<file path="src/rtl/ebox_err_capture.sv">
// ebox_err_capture: edge-detects EBOX error sources, keeps sticky bits, captures the first error
// and requests an APR interrupt through a req/ack handshake.
module ebox_err_capture #(
    parameter int NSRC = 5,
    parameter int VAW  = 23,
    parameter int CNTW = 8,
    localparam int SW  = (NSRC > 1) ? $clog2(NSRC) : 1
) (
    input  logic            eboxClk,
    input  logic            eboxReset_n,
    input  logic [NSRC-1:0] errIn,
    input  logic [NSRC-1:0] errMask,
    input  logic [VAW-1:0]  vmaIn,
    input  logic            errClr,
    input  logic [NSRC-1:0] errClrSel,
    input  logic            intAck,
    output logic            anyEboxError,
    output logic [NSRC-1:0] errSticky,
    output logic            firstValid,
    output logic [SW-1:0]   firstSrc,
    output logic [VAW-1:0]  firstVMA,
    output logic [CNTW-1:0] errCount,
    output logic            errOverflow,
    output logic            intReq
);
    typedef enum logic [1:0] {IDLE, PEND, ACKED} state_t;

    state_t          r_state, w_state_nxt;
    logic [NSRC-1:0] r_prev, r_sticky, w_rise, w_sticky_nxt;
    logic [SW-1:0]   r_src, w_low;
    logic [VAW-1:0]  r_vma;
    logic [CNTW-1:0] r_cnt;
    logic            r_any, r_valid, r_ovf, w_evt, w_release;

    assign w_rise       = errIn & ~r_prev & ~errMask;
    assign w_evt        = |w_rise;
    assign w_sticky_nxt = w_rise | (r_sticky & ~({NSRC{errClr}} & errClrSel));
    assign w_release    = (r_state == ACKED) && (w_state_nxt == IDLE);

    always_comb begin
        w_low = '0;
        for (int i = NSRC - 1; i >= 0; i--)
            if (w_rise[i]) w_low = SW'(i);
    end

    always_comb begin
        w_state_nxt = r_state;
        case (r_state)
            IDLE:    w_state_nxt = w_evt ? PEND : IDLE;
            PEND:    w_state_nxt = (intAck && !w_evt) ? ACKED : PEND;
            ACKED:   w_state_nxt = w_evt ? PEND : (errClr && w_sticky_nxt == '0) ? IDLE : ACKED;
            default: w_state_nxt = IDLE;
        endcase
    end

    // History tracks the lines even in reset so a line held high across reset release does not fire.
    always_ff @(posedge eboxClk) r_prev <= errIn;

    always_ff @(posedge eboxClk) begin
        if (!eboxReset_n) begin
            r_state  <= IDLE;
            r_sticky <= '0;
            r_any    <= 1'b0;
            r_cnt    <= '0;
            r_valid  <= 1'b0;
            r_src    <= '0;
            r_vma    <= '0;
            r_ovf    <= 1'b0;
        end else begin
            r_state  <= w_state_nxt;
            r_sticky <= w_sticky_nxt;
            r_any    <= |w_sticky_nxt;
            if (w_evt && !(&r_cnt)) r_cnt <= r_cnt + CNTW'(1);
            if (w_release) begin
                r_valid <= 1'b0;
                r_ovf   <= 1'b0;
            end else if (w_evt) begin
                if (r_valid) begin
                    r_ovf <= 1'b1;
                end else begin
                    r_valid <= 1'b1;
                    r_src   <= w_low;
                    r_vma   <= vmaIn;
                end
            end
        end
    end

    assign anyEboxError = r_any;
    assign errSticky    = r_sticky;
    assign firstValid   = r_valid;
    assign firstSrc     = r_src;
    assign firstVMA     = r_vma;
    assign errCount     = r_cnt;
    assign errOverflow  = r_ovf;
    assign intReq       = (r_state == PEND);
endmodule

</file>
<file path="config.mk">
export PLATFORM = sky130hd
export DESIGN_NAME = ebox_err_capture
export DESIGN_NICKNAME = d
export VERILOG_FILES = /design/src/rtl/ebox_err_capture.sv
export SDC_FILE = /design/constraint.sdc
export NUM_CORES = 1
export LEC_CHECK = 0
export ABC_AREA = 0
export ABC_CLOCK_PERIOD_IN_PS = 2350
export CAP_MARGIN = 20
export CORE_MARGIN = 2
export CORE_UTILIZATION = 35
export DETAILED_ROUTE_END_ITERATION = 10
export DONT_BUFFER_PORTS = 1
export MAX_ROUTING_LAYER = met4
export PLACE_DENSITY = 0.52
export SLEW_MARGIN = 20
export SYNTH_ARGS = -nofsm -noshare
export SYNTH_HDL_FRONTEND = slang
export SYNTH_SLANG_ARGS = --single-unit
</file>
<file path="constraint.sdc">
create_clock -name eboxClk -period 2.35 [get_ports eboxClk]
set_input_delay 0.3525 -clock eboxClk [delete_from_list [all_inputs] [get_ports eboxClk]]
set_output_delay 0.3525 -clock eboxClk [all_outputs]
set_load 0.01 [all_outputs]
</file>
==> summary.md <==
| Metric | Value |
|---|---|
| Clock root cell | clkbuf_8 |
| Final critical-path share of the clock period | 0.760 |
| Clock skew | 5.39 ps |
| CP peak stage delay | 530 ps |
| Initial antenna violation count | 0 |
| EDFF count, synth | 0 |
| Peak supply drop | 0.000311 V |
| DRT Pass-1 Iters | 4 |
| Die W | 78.5 µm |
| IO Port Bufs | 0 |
| Leakage | 0.762 nW |
| Synth Warn # | 0 |
| Syn nets | 267 |
| FF-to-FF setup slack | 560 ps |
| Clock Sinks | 49 |
| Vias in the first global route | 1411 |
| Synth area leader | dfxtp_1 |
| CTS Buf Count | 5 |
| Dpl hpwl | 3070 µm |
| Mapped Avg Cell Area | 8.66 µm² |
| Max FO, Critical Path | 16 |
| Instance count on the critical path | 5 |
| # diodes | 0 |
| Die area | 6160 µm² |
| Crit Path Class | reg2reg |
| Nets@finish | 268 |
| DRC | 0 |
| Power per cell area | 794 nW/µm² |
| Worst reg2reg startpoint | r_prev[4]$_DFF_P_ |
| Clock latency on the worst-skew pair | 290 ps |
| Seq/Total Area, Yosys | 0.505 |
| Post-CTS Setup Inserts | 0 |
| Mapped Area | 1940 µm² |
| CP startpoint kind | flip-flop |
| RSZ-0062 raised after global routing | no |
| Hold buffers post-CTS | 0 |
| GPL Wtd Cong | 0.723 |
| Reg2reg end | firstVMA[12]$_SDFFE_PN0P_ |
| Pins Over Slew Limit | 0 |
| CP Cell Sequence | or3b_2 > a21oi_2 > buf_6 > nand2_1 > a21oi_1 |
| Final non-filler cell total | 298 |
| Mapped Cells | 224 |
| Max Cap Viol | 0 |
| Kind of cell adding the most delay to the critical path | simple AND/OR/NAND/NOR gates |
| Reg clk slew, reported paths | 90 ps |
| Die Span Y | 78.5 µm |
| Worst Path Required | 2570 ps |
| Largest net degree at the start of global routing | 27 |
| Worst setup EP type | flip-flop |
| Normalized max-slew margin | 0.600 |
| Worst hold path class | in2reg |
| Top cell type's share of synthesized area | 0.505 |
| GR Overflow Total | 0 |
| CORE AREA | 5440 µm² |
| Initial core utilization | 0.357 |
| Multi-input gate area | 902 µm² |
| Leading post-synthesis cells by cell area | dfxtp_1 51%, nand2_1 13%, a21oi_1 8.5% |
| Status | completed |
| Period minus WS final | 1790 ps |
| Crit path max-delay cell type | or3b_2 |
| Antenna viol nets, final | 0 |
| Wire per inst | 14.0 µm |
| Post-Place Cells | 289 |
| CTS tree | yes |
| Commonest cells in the netlist | 65 x nand2_1, 49 x dfxtp_1, 33 x a21oi_1 |
| Final wirelength | 4170 µm |
| PostCTS Resize Cnt | 0 |
| Worst-margin pin slew | 598 ps |
| Most numerous cell in the Yosys netlist | nand2_1 |
| Endpoints failing setup | 0 |
| Fmax | 560 MHz |
| Vias per std cell | 5.00 |
| # H-tree levels | 2 |
| First-pass GRT wire length | 6710 µm |
| # fillers | 567 |
| Synth Register Bits | 49 |
| Buf+Inv Stages, Crit Path | 1 |
| Critical path data arrival time | 2010 ps |
| Site row count | 27 |
| Initial drt markers | 33 |
| I/O pins | 85 |
| Gr usage total | 0.142 |
| CP Launch Point | r_prev[4]$_DFF_P_ |
| Area Overhead vs Synth | 8.64% |
| CTS Buffer Depth | 2 |
| Post-synth cell types | 36 |
| Post-synth ARST share | 0 |
| CP endpoint | firstVMA[12]$_SDFFE_PN0P_ |
| Reg2reg path depth | 5 |
| Final setup TNS | 0 ps |
| Sequential Area | 981 µm² |
| Share of cells above drive strength 1 | 0.119 |
| Main synth FF type | dfxtp_1 |
| Final hold vios | 0 |
| Hold slack | 79.6 ps |
| Via count | 1491 |
==> registers in the layout, summed over array words and instances, names as in the netlist <==
name          count
r_prev            5
r_state           2
firstValid        1
errCount          8
anyEboxError      1
firstVMA         23
errSticky         5
firstSrc          3
errOverflow       1
==> through the flow <==
| step | area (µm²) | utilization | power (mW) | setup WS, ps |
|---|---|---|---|---|
| finish | 2110 | 0.388 | 1.67 | 565 |
| global route | 2110 | 0.388 | 1.78 | 439 |
| CTS | 2100 | 0.386 | 1.71 | 235 |
| detailed placement | 2000 | 0.367 | 1.16 | 238 |
| global placement | 2000 | 0.367 | 1.16 | 218 |
| floorplan | 1940 | - | 1.13 | 678 |
==> cells by family after synthesis <==
group,share of synthesized area
simple gates,0.279
compound gates,0.156
flops,0.505
buf+inv,0.0297
xor+xnor,0.0135
mux,0.0103
fa+ha+maj,0.00645
==> how the worst min path moves through the flow <==
stage,startpoint,end,slack [ps],cells after the start
final,errIn[2],r_prev[2]$_DFF_P_,80,0
after global routing,errIn[2],r_prev[2]$_DFF_P_,60,0
after CTS,errIn[4],r_prev[4]$_DFF_P_,60,0
after detailed placement,errIn[2],r_prev[2]$_DFF_P_,380,0
after global placement,errIn[0],r_prev[0]$_DFF_P_,380,0
after floorplan,errIn[0],r_prev[0]$_DFF_P_,380,0
==> power by group <==
part	switching (mW)	total, mW	internal, mW
clock network	0.266	0.532	0.266
logic	0.113	0.184	0.0706
registers	0.0690	0.958	0.889
==> routing by layer <==
metal	GRT usage	vias up	routed length [µm]
met5	-	-	0
met4	0.0474	0	55
met1	0.163	666	1860
met2	0.221	61	1840
met3	0.0655	6	416
li1	-	758	-
==> worst reg2reg max path, cell delays in order, from the launching register on <==
cell,delay [ps]
dfxtp_1,320
or3b_2,530
a21oi_2,440
buf_6,240
nand2_1,70
a21oi_1,130
==> cells in the final DEF, fill, tap and decap left out, drive strengths merged <==
| master | instances |
|---|---|
| a211o | 1 |
| a211oi | 2 |
| a21bo | 1 |
| a21oi | 37 |
| a221oi | 1 |
| and4 | 2 |
| buf | 3 |
| clkbuf | 7 |
| clkinv | 1 |
| dfxtp | 49 |
| ha | 1 |
| inv | 2 |
| mux2i | 2 |
| nand2 | 65 |
| nand2b | 5 |
| nand3 | 6 |
| nand3b | 1 |
| nor2 | 14 |
| nor2b | 2 |
| nor3 | 1 |
| nor3b | 5 |
| nor4 | 3 |
| o211a | 1 |
| o21ai | 5 |
| o21bai | 1 |
| o22ai | 1 |
| or3b | 2 |
| or4 | 1 |
| or4b | 1 |
| xnor2 | 2 |
| xor2 | 1 |
==> area by class of cell <==
cell class | instances | share of cell area
inverters | 2 | 0.00356
repair buffers | 3 | 0.0125
clock buffers | 7 | 0.0457
flip-flops and latches | 49 | 0.465
well taps | 72 | 0.0427
multi-input cells | 164 | 0.428
clock inverters | 1 | 0.00237
No activity file was read; power rests on OpenSTA's default activity.
